File: config.mk
export PLATFORM = sky130hd
export DESIGN_NAME = ram_arbiter_flat
export DESIGN_NICKNAME = d
export VERILOG_FILES = /design/src/rtl/ram_arbiter_if.sv /design/src/rtl/ram_arbiter.sv /design/src/flat_wrapper.sv
export SDC_FILE = /design/constraint.sdc
export NUM_CORES = 1
export LEC_CHECK = 0
export CORE_AREA = 2 2 170 172
export CTS_CLUSTER_DIAMETER = 120
export DETAILED_ROUTE_END_ITERATION = 10
export DIE_AREA = 0 0 172 174
export PLACE_DENSITY_LB_ADDON = 0.08
export SLEW_MARGIN = 20
export SYNTH_ARGS = -nofsm -noshare
export SYNTH_HDL_FRONTEND = slang
export SYNTH_SLANG_ARGS = --single-unit
File: constraint.sdc
create_clock -name CLK -period 3.6 [get_ports CLK]
set_clock_uncertainty 0.05 [all_clocks]
set_input_delay 0.54 -clock CLK [delete_from_list [all_inputs] [get_ports CLK]]
set_output_delay 0.54 -clock CLK [all_outputs]
set_load 0.1 [all_outputs]
File: src/rtl/ram_arbiter_if.sv
// Shared CPU/RAM types and the per-core request / shared-RAM bus bundle
// seen by the dual-core RAM arbiter.
package cpu_types_pkg;
  localparam int unsigned WORD_W = 32;

  typedef logic [WORD_W-1:0] word_t;

  typedef enum logic [1:0] {
    FREE   = 2'd0,
    BUSY   = 2'd1,
    ACCESS = 2'd2,
    ERROR  = 2'd3
  } ramstate_t;
endpackage

interface ram_arbiter_if #(
  parameter int unsigned CPUS = 2
);
  import cpu_types_pkg::*;

  logic [CPUS-1:0] dREN;
  logic [CPUS-1:0] dWEN;
  logic [CPUS-1:0] iREN;
  word_t           daddr  [CPUS];
  word_t           dstore [CPUS];
  word_t           iaddr  [CPUS];

  ramstate_t       ramstate;
  word_t           ramload;
  logic            ramREN;
  logic            ramWEN;
  word_t           ramaddr;
  word_t           ramstore;

  logic [CPUS-1:0] dwait;
  logic [CPUS-1:0] iwait;
  word_t           dload [CPUS];
  word_t           iload [CPUS];

  logic            gnt_valid;
  logic [1:0]      gnt_id;

  modport master (
    output dREN, dWEN, iREN, daddr, dstore, iaddr, ramstate, ramload,
    input  ramREN, ramWEN, ramaddr, ramstore, dwait, iwait, dload, iload,
           gnt_valid, gnt_id
  );

  modport slave (
    input  dREN, dWEN, iREN, daddr, dstore, iaddr, ramstate, ramload,
    output ramREN, ramWEN, ramaddr, ramstore, dwait, iwait, dload, iload,
           gnt_valid, gnt_id
  );
endinterface

File: src/rtl/ram_arbiter.sv
// Two-core shared-RAM arbiter: class priority (write > read > fetch), per-class
// round-robin, and a starvation guard that forces a fetch after STARVE_MAX data grants.
module ram_arbiter
  import cpu_types_pkg::*;
#(
  parameter int unsigned CPUS       = 2,
  parameter int unsigned STARVE_MAX = 8
) (
  input  logic         CLK,
  input  logic         nRST,
  ram_arbiter_if.slave bus
);

  localparam int unsigned      CNT_W      = 4;
  localparam logic [CNT_W-1:0] CNT_MAX    = '1;
  localparam logic [CNT_W-1:0] STARVE_LIM = CNT_W'(STARVE_MAX);

  typedef enum logic {IDLE, GRANT} state_t;
  typedef enum logic [1:0] {CL_WR, CL_RD, CL_IF} class_t;

  state_t           state;
  class_t           cls;
  logic             owner;
  logic             ptr_wr;
  logic             ptr_rd;
  logic             ptr_if;
  logic [CNT_W-1:0] starve_cnt;

  logic [CPUS-1:0]  req_wr;
  logic [CPUS-1:0]  req_rd;
  logic [CPUS-1:0]  req_if;
  logic             starved;
  logic             win_valid;
  logic             win_core;
  class_t           win_cls;
  logic             owner_req;
  logic             complete;

  // Favored core is the class pointer; fall back to the other core.
  function automatic logic pick(input logic [CPUS-1:0] req, input logic ptr);
    return req[ptr] ? ptr : ~ptr;
  endfunction

  // A core asserting both data strobes is treated as a write.
  assign req_wr  = bus.dWEN;
  assign req_rd  = bus.dREN & ~bus.dWEN;
  assign req_if  = bus.iREN;
  assign starved = (starve_cnt == STARVE_LIM) && (|req_if);

  always_comb begin
    win_valid = 1'b1;
    win_core  = 1'b0;
    win_cls   = CL_WR;
    if (starved) begin
      win_cls  = CL_IF;
      win_core = pick(req_if, ptr_if);
    end else if (|req_wr) begin
      win_cls  = CL_WR;
      win_core = pick(req_wr, ptr_wr);
    end else if (|req_rd) begin
      win_cls  = CL_RD;
      win_core = pick(req_rd, ptr_rd);
    end else if (|req_if) begin
      win_cls  = CL_IF;
      win_core = pick(req_if, ptr_if);
    end else begin
      win_valid = 1'b0;
    end
  end

  always_comb begin
    owner_req = 1'b0;
    case (cls)
      CL_WR:   owner_req = req_wr[owner];
      CL_RD:   owner_req = req_rd[owner];
      CL_IF:   owner_req = req_if[owner];
      default: owner_req = 1'b0;
    endcase
  end

  assign complete = (state == GRANT) && owner_req && (bus.ramstate == ACCESS);

  always_ff @(posedge CLK or negedge nRST) begin
    if (!nRST) begin
      state      <= IDLE;
      cls        <= CL_WR;
      owner      <= 1'b0;
      ptr_wr     <= 1'b0;
      ptr_rd     <= 1'b0;
      ptr_if     <= 1'b0;
      starve_cnt <= '0;
    end else begin
      case (state)
        IDLE: begin
          if (win_valid) begin
            state <= GRANT;
            cls   <= win_cls;
            owner <= win_core;
          end
        end
        GRANT: begin
          // Abort, completion and RAM error all hand the port back to arbitration.
          if (!owner_req || bus.ramstate == ACCESS || bus.ramstate == ERROR) begin
            state <= IDLE;
          end
          if (complete) begin
            case (cls)
              CL_WR:   ptr_wr <= ~owner;
              CL_RD:   ptr_rd <= ~owner;
              default: ptr_if <= ~owner;
            endcase
          end
        end
        default: state <= IDLE;
      endcase

      if (!(|req_if)) begin
        starve_cnt <= '0;
      end else if (state == IDLE && win_valid) begin
        if (win_cls == CL_IF) begin
          starve_cnt <= '0;
        end else if (starve_cnt != CNT_MAX) begin
          starve_cnt <= starve_cnt + CNT_W'(1);
        end
      end
    end
  end

  // RAM port follows the owner's live request; everything idles low with waits high.
  always_comb begin
    bus.ramREN    = 1'b0;
    bus.ramWEN    = 1'b0;
    bus.ramaddr   = '0;
    bus.ramstore  = '0;
    bus.dwait     = '1;
    bus.iwait     = '1;
    bus.gnt_valid = 1'b0;
    bus.gnt_id    = 2'b00;
    if (state == GRANT) begin
      bus.gnt_valid = 1'b1;
      bus.gnt_id    = {cls == CL_IF, owner};
      bus.ramaddr   = (cls == CL_IF) ? bus.iaddr[owner] : bus.daddr[owner];
      if (cls != CL_IF) begin
        bus.ramstore = bus.dstore[owner];
      end
      bus.ramWEN = (cls == CL_WR) && owner_req;
      bus.ramREN = (cls != CL_WR) && owner_req;
      if (complete) begin
        if (cls == CL_IF) bus.iwait[owner] = 1'b0;
        else              bus.dwait[owner] = 1'b0;
      end
    end
  end

  for (genvar c = 0; c < CPUS; c++) begin : g_load
    assign bus.dload[c] = bus.ramload;
    assign bus.iload[c] = bus.ramload;
  end

endmodule

File: src/flat_wrapper.sv
// flat-port wrapper written by rule: the top's interface ports become plain ports
module ram_arbiter_flat import cpu_types_pkg::*;
#(
  parameter int unsigned CPUS       = 2,
  parameter int unsigned STARVE_MAX = 8
)
  (CLK, nRST, bus_dREN, bus_dWEN, bus_iREN, bus_daddr, bus_dstore, bus_iaddr, bus_ramstate, bus_ramload, bus_ramREN, bus_ramWEN, bus_ramaddr, bus_ramstore, bus_dwait, bus_iwait, bus_dload, bus_iload, bus_gnt_valid, bus_gnt_id);
  ram_arbiter_if #(.CPUS(CPUS)) bus_i ();
  input  logic CLK;
  input  logic nRST;
  input wire logic [$bits(bus_i.dREN)-1:0] bus_dREN;
  input wire logic [$bits(bus_i.dWEN)-1:0] bus_dWEN;
  input wire logic [$bits(bus_i.iREN)-1:0] bus_iREN;
  input wire logic [$bits(bus_i.daddr)-1:0] bus_daddr;
  input wire logic [$bits(bus_i.dstore)-1:0] bus_dstore;
  input wire logic [$bits(bus_i.iaddr)-1:0] bus_iaddr;
  input wire logic [$bits(bus_i.ramstate)-1:0] bus_ramstate;
  input wire logic [$bits(bus_i.ramload)-1:0] bus_ramload;
  output wire logic [$bits(bus_i.ramREN)-1:0] bus_ramREN;
  output wire logic [$bits(bus_i.ramWEN)-1:0] bus_ramWEN;
  output wire logic [$bits(bus_i.ramaddr)-1:0] bus_ramaddr;
  output wire logic [$bits(bus_i.ramstore)-1:0] bus_ramstore;
  output wire logic [$bits(bus_i.dwait)-1:0] bus_dwait;
  output wire logic [$bits(bus_i.iwait)-1:0] bus_iwait;
  output wire logic [$bits(bus_i.dload)-1:0] bus_dload;
  output wire logic [$bits(bus_i.iload)-1:0] bus_iload;
  output wire logic [$bits(bus_i.gnt_valid)-1:0] bus_gnt_valid;
  output wire logic [$bits(bus_i.gnt_id)-1:0] bus_gnt_id;
  assign bus_i.dREN = bus_dREN;
  assign bus_i.dWEN = bus_dWEN;
  assign bus_i.iREN = bus_iREN;
  assign bus_i.daddr = {>>{bus_daddr}};
  assign bus_i.dstore = {>>{bus_dstore}};
  assign bus_i.iaddr = {>>{bus_iaddr}};
  assign bus_i.ramstate = bus_ramstate;
  assign bus_i.ramload = bus_ramload;
  assign bus_ramREN = bus_i.ramREN;
  assign bus_ramWEN = bus_i.ramWEN;
  assign bus_ramaddr = bus_i.ramaddr;
  assign bus_ramstore = bus_i.ramstore;
  assign bus_dwait = bus_i.dwait;
  assign bus_iwait = bus_i.iwait;
  assign bus_dload = {>>{bus_i.dload}};
  assign bus_iload = {>>{bus_i.iload}};
  assign bus_gnt_valid = bus_i.gnt_valid;
  assign bus_gnt_id = bus_i.gnt_id;
  ram_arbiter #(.CPUS(CPUS), .STARVE_MAX(STARVE_MAX)) u_core (.CLK(CLK), .nRST(nRST), .bus(bus_i));
endmodule
### Word-level counts from Yosys, hierarchy flattened

Index checks and enable logic that the tools add are counted.

| cells by class | value |
|---|---|
| add/sub/neg operators | 1 |
| magnitude comparators | 6 |
| eq/ne operators | 10 |
| muxes and demuxes | 60 |
| bitwise logic cells | 10 |
| reductions and logical operators | 21 |

Operators with widths:

| kind | number |
|---|---|
| 2-to-1 mux 32 bit | 13 |
| 2-to-1 mux 1 bit | 29 |
| 2-to-1 mux 2 bit | 11 |
| 2-to-1 mux 4 bit | 4 |
| AND reduction 3 bit | 3 |
| equality test 2 bit, second input constant | 4 |
| less-than comparator 1 x 2 -> 1 bit, second input constant | 4 |
| OR reduction 2 bit | 4 |
| logical AND 1 bit | 7 |
| NOT 1 bit | 6 |
| adder 4 x 1 -> 4 bit, second input constant | 1 |
| equality test 4 bit, second input constant | 1 |
| inequality test 2 bit, second input constant | 2 |
| inequality test 4 bit, second input constant | 1 |
| NOT 2 bit | 2 |
| AND reduction 2 bit | 2 |
| inequality test 3 bit, second input constant | 1 |
| one-hot mux 1 bit (3 select lines) | 1 |
| bitwise AND 2 bit | 1 |
| equality test 2 x 1 -> 1 bit, second input constant | 1 |
| greater-or-equal comparator 2 bit, second input constant | 1 |
| zero test 2 bit | 1 |
| logical OR 1 bit | 2 |
| NOT 1 -> 2 bit | 1 |
| other kinds (5) | 5 |

| storage, ports and cells | value |
|---|---|
| bits in registers | 11 |
| bits of input ports | 234 |
| output and inout bits | 201 |
| word-level logic and storage cells | 115 |

### Logic depth before layout (Yosys ltp)

| depth | value |
|---|---|
| depth in word-level cells | 10 |
| mapped depth | 7 |
| depth with buffers taken out | 6 |

### Worst setup path after synthesis

No wires, ideal clock.

| timing | value |
|---|---|
| path type | reg-to-output |
| from | register u_core.state |
| to | output port bus_ramWEN |
| data arrival time | 3.661 ns |
| data required time | 3.010 ns |
| setup slack | -0.651 ns |
| cell stages (with the launch flop) | 4 |
| buffers on the path | 0 |
| cell sequence | dfrtp_1 > nand3b_1 > or2_1 > a21boi_0 |

| on the way | value |
|---|---|
| word-level cells in the longest chain between the ends | 1 |

RTL lines:

| what | RTL line | text |
|---|---|---|
| from (decl) | ram_arbiter.sv:21 | `state_t state;` |
| from (signal assigned) | ram_arbiter.sv:85 | `state <= IDLE;` |
| from (signal assigned) | ram_arbiter.sv:96 | `state <= GRANT;` |
| from (signal assigned) | ram_arbiter.sv:104 | `state <= IDLE;` |
| 2-to-1 mux 1 bit | ram_arbiter.sv:139 | `if (state == GRANT) begin` |
| to (decl) | flat_wrapper.sv:20 | `output wire logic [$bits(bus_i.ramWEN)-1:0] bus_ramWEN;` |

Every way passes these cells.

### Final worst setup path

| timing | value |
|---|---|
| from | register u_core.cls[1] |
| to | output port bus_ramaddr[29] |

| on the way | value |
|---|---|
| word-level cells in the longest chain between the ends | 3 |

RTL lines:

| what | RTL line | text |
|---|---|---|
| from (decl) | ram_arbiter.sv:22 | `class_t cls;` |
| from (signal assigned) | ram_arbiter.sv:97 | `cls <= win_cls;` |
| equality test 2 bit | ram_arbiter.sv:142 | `bus.ramaddr = (cls == CL_IF) ? bus.iaddr[owner] : bus.daddr[owner];` |
| 2-to-1 mux 32 bit | ram_arbiter.sv:142 |  |
| 2-to-1 mux 32 bit | ram_arbiter.sv:139 |  |
| to (decl) | flat_wrapper.sv:21 | `output wire logic [$bits(bus_i.ramaddr)-1:0] bus_ramaddr;` |

Every way passes these cells.

==> impl_metrics.toml <==
[synth]
ys_types = 41
synthTopCellsByCount = "buf_4 (131), nor2_1 (42), mux2i_1 (34), and2_1 (32), mux4_2 (32)"
yosys.area_share.xor_xnor = 0
yosys.area.top_type = "buf_4"
syn_inst = 370
ys.warnings.count = 0
yosysSeqAreaShare = 0.0859
synth_area_leaders = "buf_4 (31%), mux4_2 (22%), mux2i_1 (11%)"
syn_avg_cell_area_sq_um = 8.66
ys.flop_type = "dfrtp_1"
async_flop_share = 1.00
synth_compound_area_frac = 0.0570
yosys.area_share.adder = 0.00781
synth-simple-area-share = 0.176
synth_fp_nets = 606
muxShareOfSynthArea = 0.331
syn_area_sq_um = 3200
synth_top_family_by_area = "buffers and inverters"
netlist.area_leader.share = 0.307
yosys_register_bits = 11
yosysMostFrequentCell = "buf_4"
synth_edf_count = 0

[global_route]
grt_overflow_total = 0
grt_pass1_wl_um = 21100
grt_max_degree = 41
grt_use_total = 0.0934
first_global_vias = 3287
antenna_found_initial = 0

[clock_network]
clk_latency_ns = 0.24
cts_buffers = 3
clockBufferDepth = 2
cts_root_buf = "clkbuf_16"
htree_levels = 1
cts.sinks = 11
post_cts_resized = 0
cts_tree = "done"
hold_buffers = 0
post_cts_buffers = 0
cts.clk_slew.worst_paths_ns = 0.05

[floorplanning]
core_region_area_sq_um = 28200
placementRows = 62
io_pins = 435
fp.dieW_um = 172
die_h_um = 174
initial_utilization = 0.113
die-area_sq_um = 29900

[run]
cap_violations = 0

[power_and_ir_drop]
p_leak_nw = 2.28
power.density_nw_per_um2 = 965
ir_drop_mv = 0.327
total_power_mw = 5.54

[layout]
nets = 742
layout-drive-gt1-share = 0.232
fillers = 3151
antenna_cells = 0
syn2layout_area_growth_pct = 79.3

[sta]
rsz0062_at_grt = "no"
drv_slew = 0
max_freq_mhz = 328
max-slew-margin-rel = 0.522
setup_violations = 0
tns_ns = 0
hold_violations = 0
fin_crit_sh = 0.846
tightest_slew_ns = 0.711
period_needed_ns = 3.05

[run_status]
status = "finished, final reports clean"

[setup_path]
r2r_start = "u_core.owner"
crit_path_max_fanout = 26
arrival_ns = 2.46
crit_path_start_kind = "register"
worstSetupPathType = "register to primary output"
crit_path_end_kind = "primary output"
cp.required_ns = 3.01
setup.worst_path.start = "u_core.cls[1]"

[routing]
drtIter0Drc = 98
routedWlPerCell_um = 17.1
vias = 3104
wl_um = 15200
drcViolationCount = 0
ant_nets = 0
vias_per_cell = 3.49
drtPass1Iterations = 4

[place]
dp_hpwl_um = 12900
gp_congestion = 0.770
io_buffers = 274

[hold_path]
hold_class = "register to register"
min_from = "u_core.ptr_rd"
cell type report:
type / count / area (sq um) / area share
clock buffers: 4 / 78.8 / 0.0137
multi-input cells: 204 / 1830 / 0.319
well taps: 384 / 480 / 0.0836
flip-flops and latches: 11 / 279 / 0.0486
repair buffers: 279 / 3050 / 0.530
inverters: 7 / 26.3 / 0.00457
worst paths after layout:
path / endpoint / slack (ns) / cells after the start
worst min-delay path: u_core.ptr_rd / 0.47 / 2
worst min register to register: u_core.ptr_rd / 0.47 / 2
min in group asynchronous: u_core.ptr_rd / 0.61 / 1
worst max-delay path: bus_ramaddr[29] / 0.55 / 5
max in group asynchronous: u_core.owner / 2.48 / 1
worst max register to register: u_core.ptr_wr / 1.67 / 4
critical path, cell delays in order, from the launching register on:
cell,delay (ns)
dfrtp_1,0.48
or2b_2,0.69
buf_4,0.33
mux4_2,0.31
and2_1,0.17
buf_4,0.23
flip-flops by register name (all words and copies together), names as in the netlist:
signal             flops
u_core.cls             2
u_core.owner           1
u_core.ptr_if          1
u_core.ptr_rd          1
u_core.ptr_wr          1
u_core.starve_cnt      4
u_core.state           1
layout by cell type, fill, tap and decap left out, types with 4 or more instances in the layout:
master | netlist | final
a21oi_1 | 6 | 6
clkdlybuf4s50_1 | 0 | 201
inv_1 | 7 | 7
and2_1 | 32 | 32
dfrtp_1 | 11 | 10
mux2i_1 | 34 | 34
nor2_1 | 42 | 42
nand4_1 | 4 | 4
buf_4 | 131 | 42
mux4_2 | 32 | 32
buf_12 | 0 | 36
nand2_1 | 8 | 8
o21ai_0 | 9 | 9
cell families (layout without fill, tap and decap cells):
logic type      Yosys count  in the layout
simple gates            108            108
flops                    11             11
buf+inv                 155            290
compound gates           28             28
fa+ha+maj                 2              2
mux                      66             66
power breakdown:
group / total (mW) / leakage [nW] / switching [mW] / internal [mW]
Sequential: 0.289 / 0.137 / 0.116 / 0.173
Combinational: 5.04 / 2.11 / 3.45 / 1.59
Clock: 0.211 / 0.0382 / 0.0612 / 0.149
Total: 5.54 / 2.28 / 3.63 / 1.91
layer usage:
metal | vias to the layer above | routed length, um | track usage
met5 | - | 0 | 0
met4 | 0 | 426 | 0.0326
met3 | 48 | 1820 | 0.0260
met2 | 217 | 7680 | 0.178
met1 | 1413 | 5240 | 0.0961
li1 | 1426 | - | -
stage by stage:
step                      cells  utilization  cell area, sq um  setup WS (ns)  hold WS [ns]
after floorplan             370            -              3200         0.0929         0.194
after global placement      885        0.201              5670          0.666         0.492
after detailed placement    885        0.201              5670          0.678         0.467
after CTS                   889        0.204              5750          0.494         0.477
after global routing        889        0.204              5750          0.416         0.532
final                       889        0.204              5750          0.553         0.469
Power figures use the tool's default switching activity.
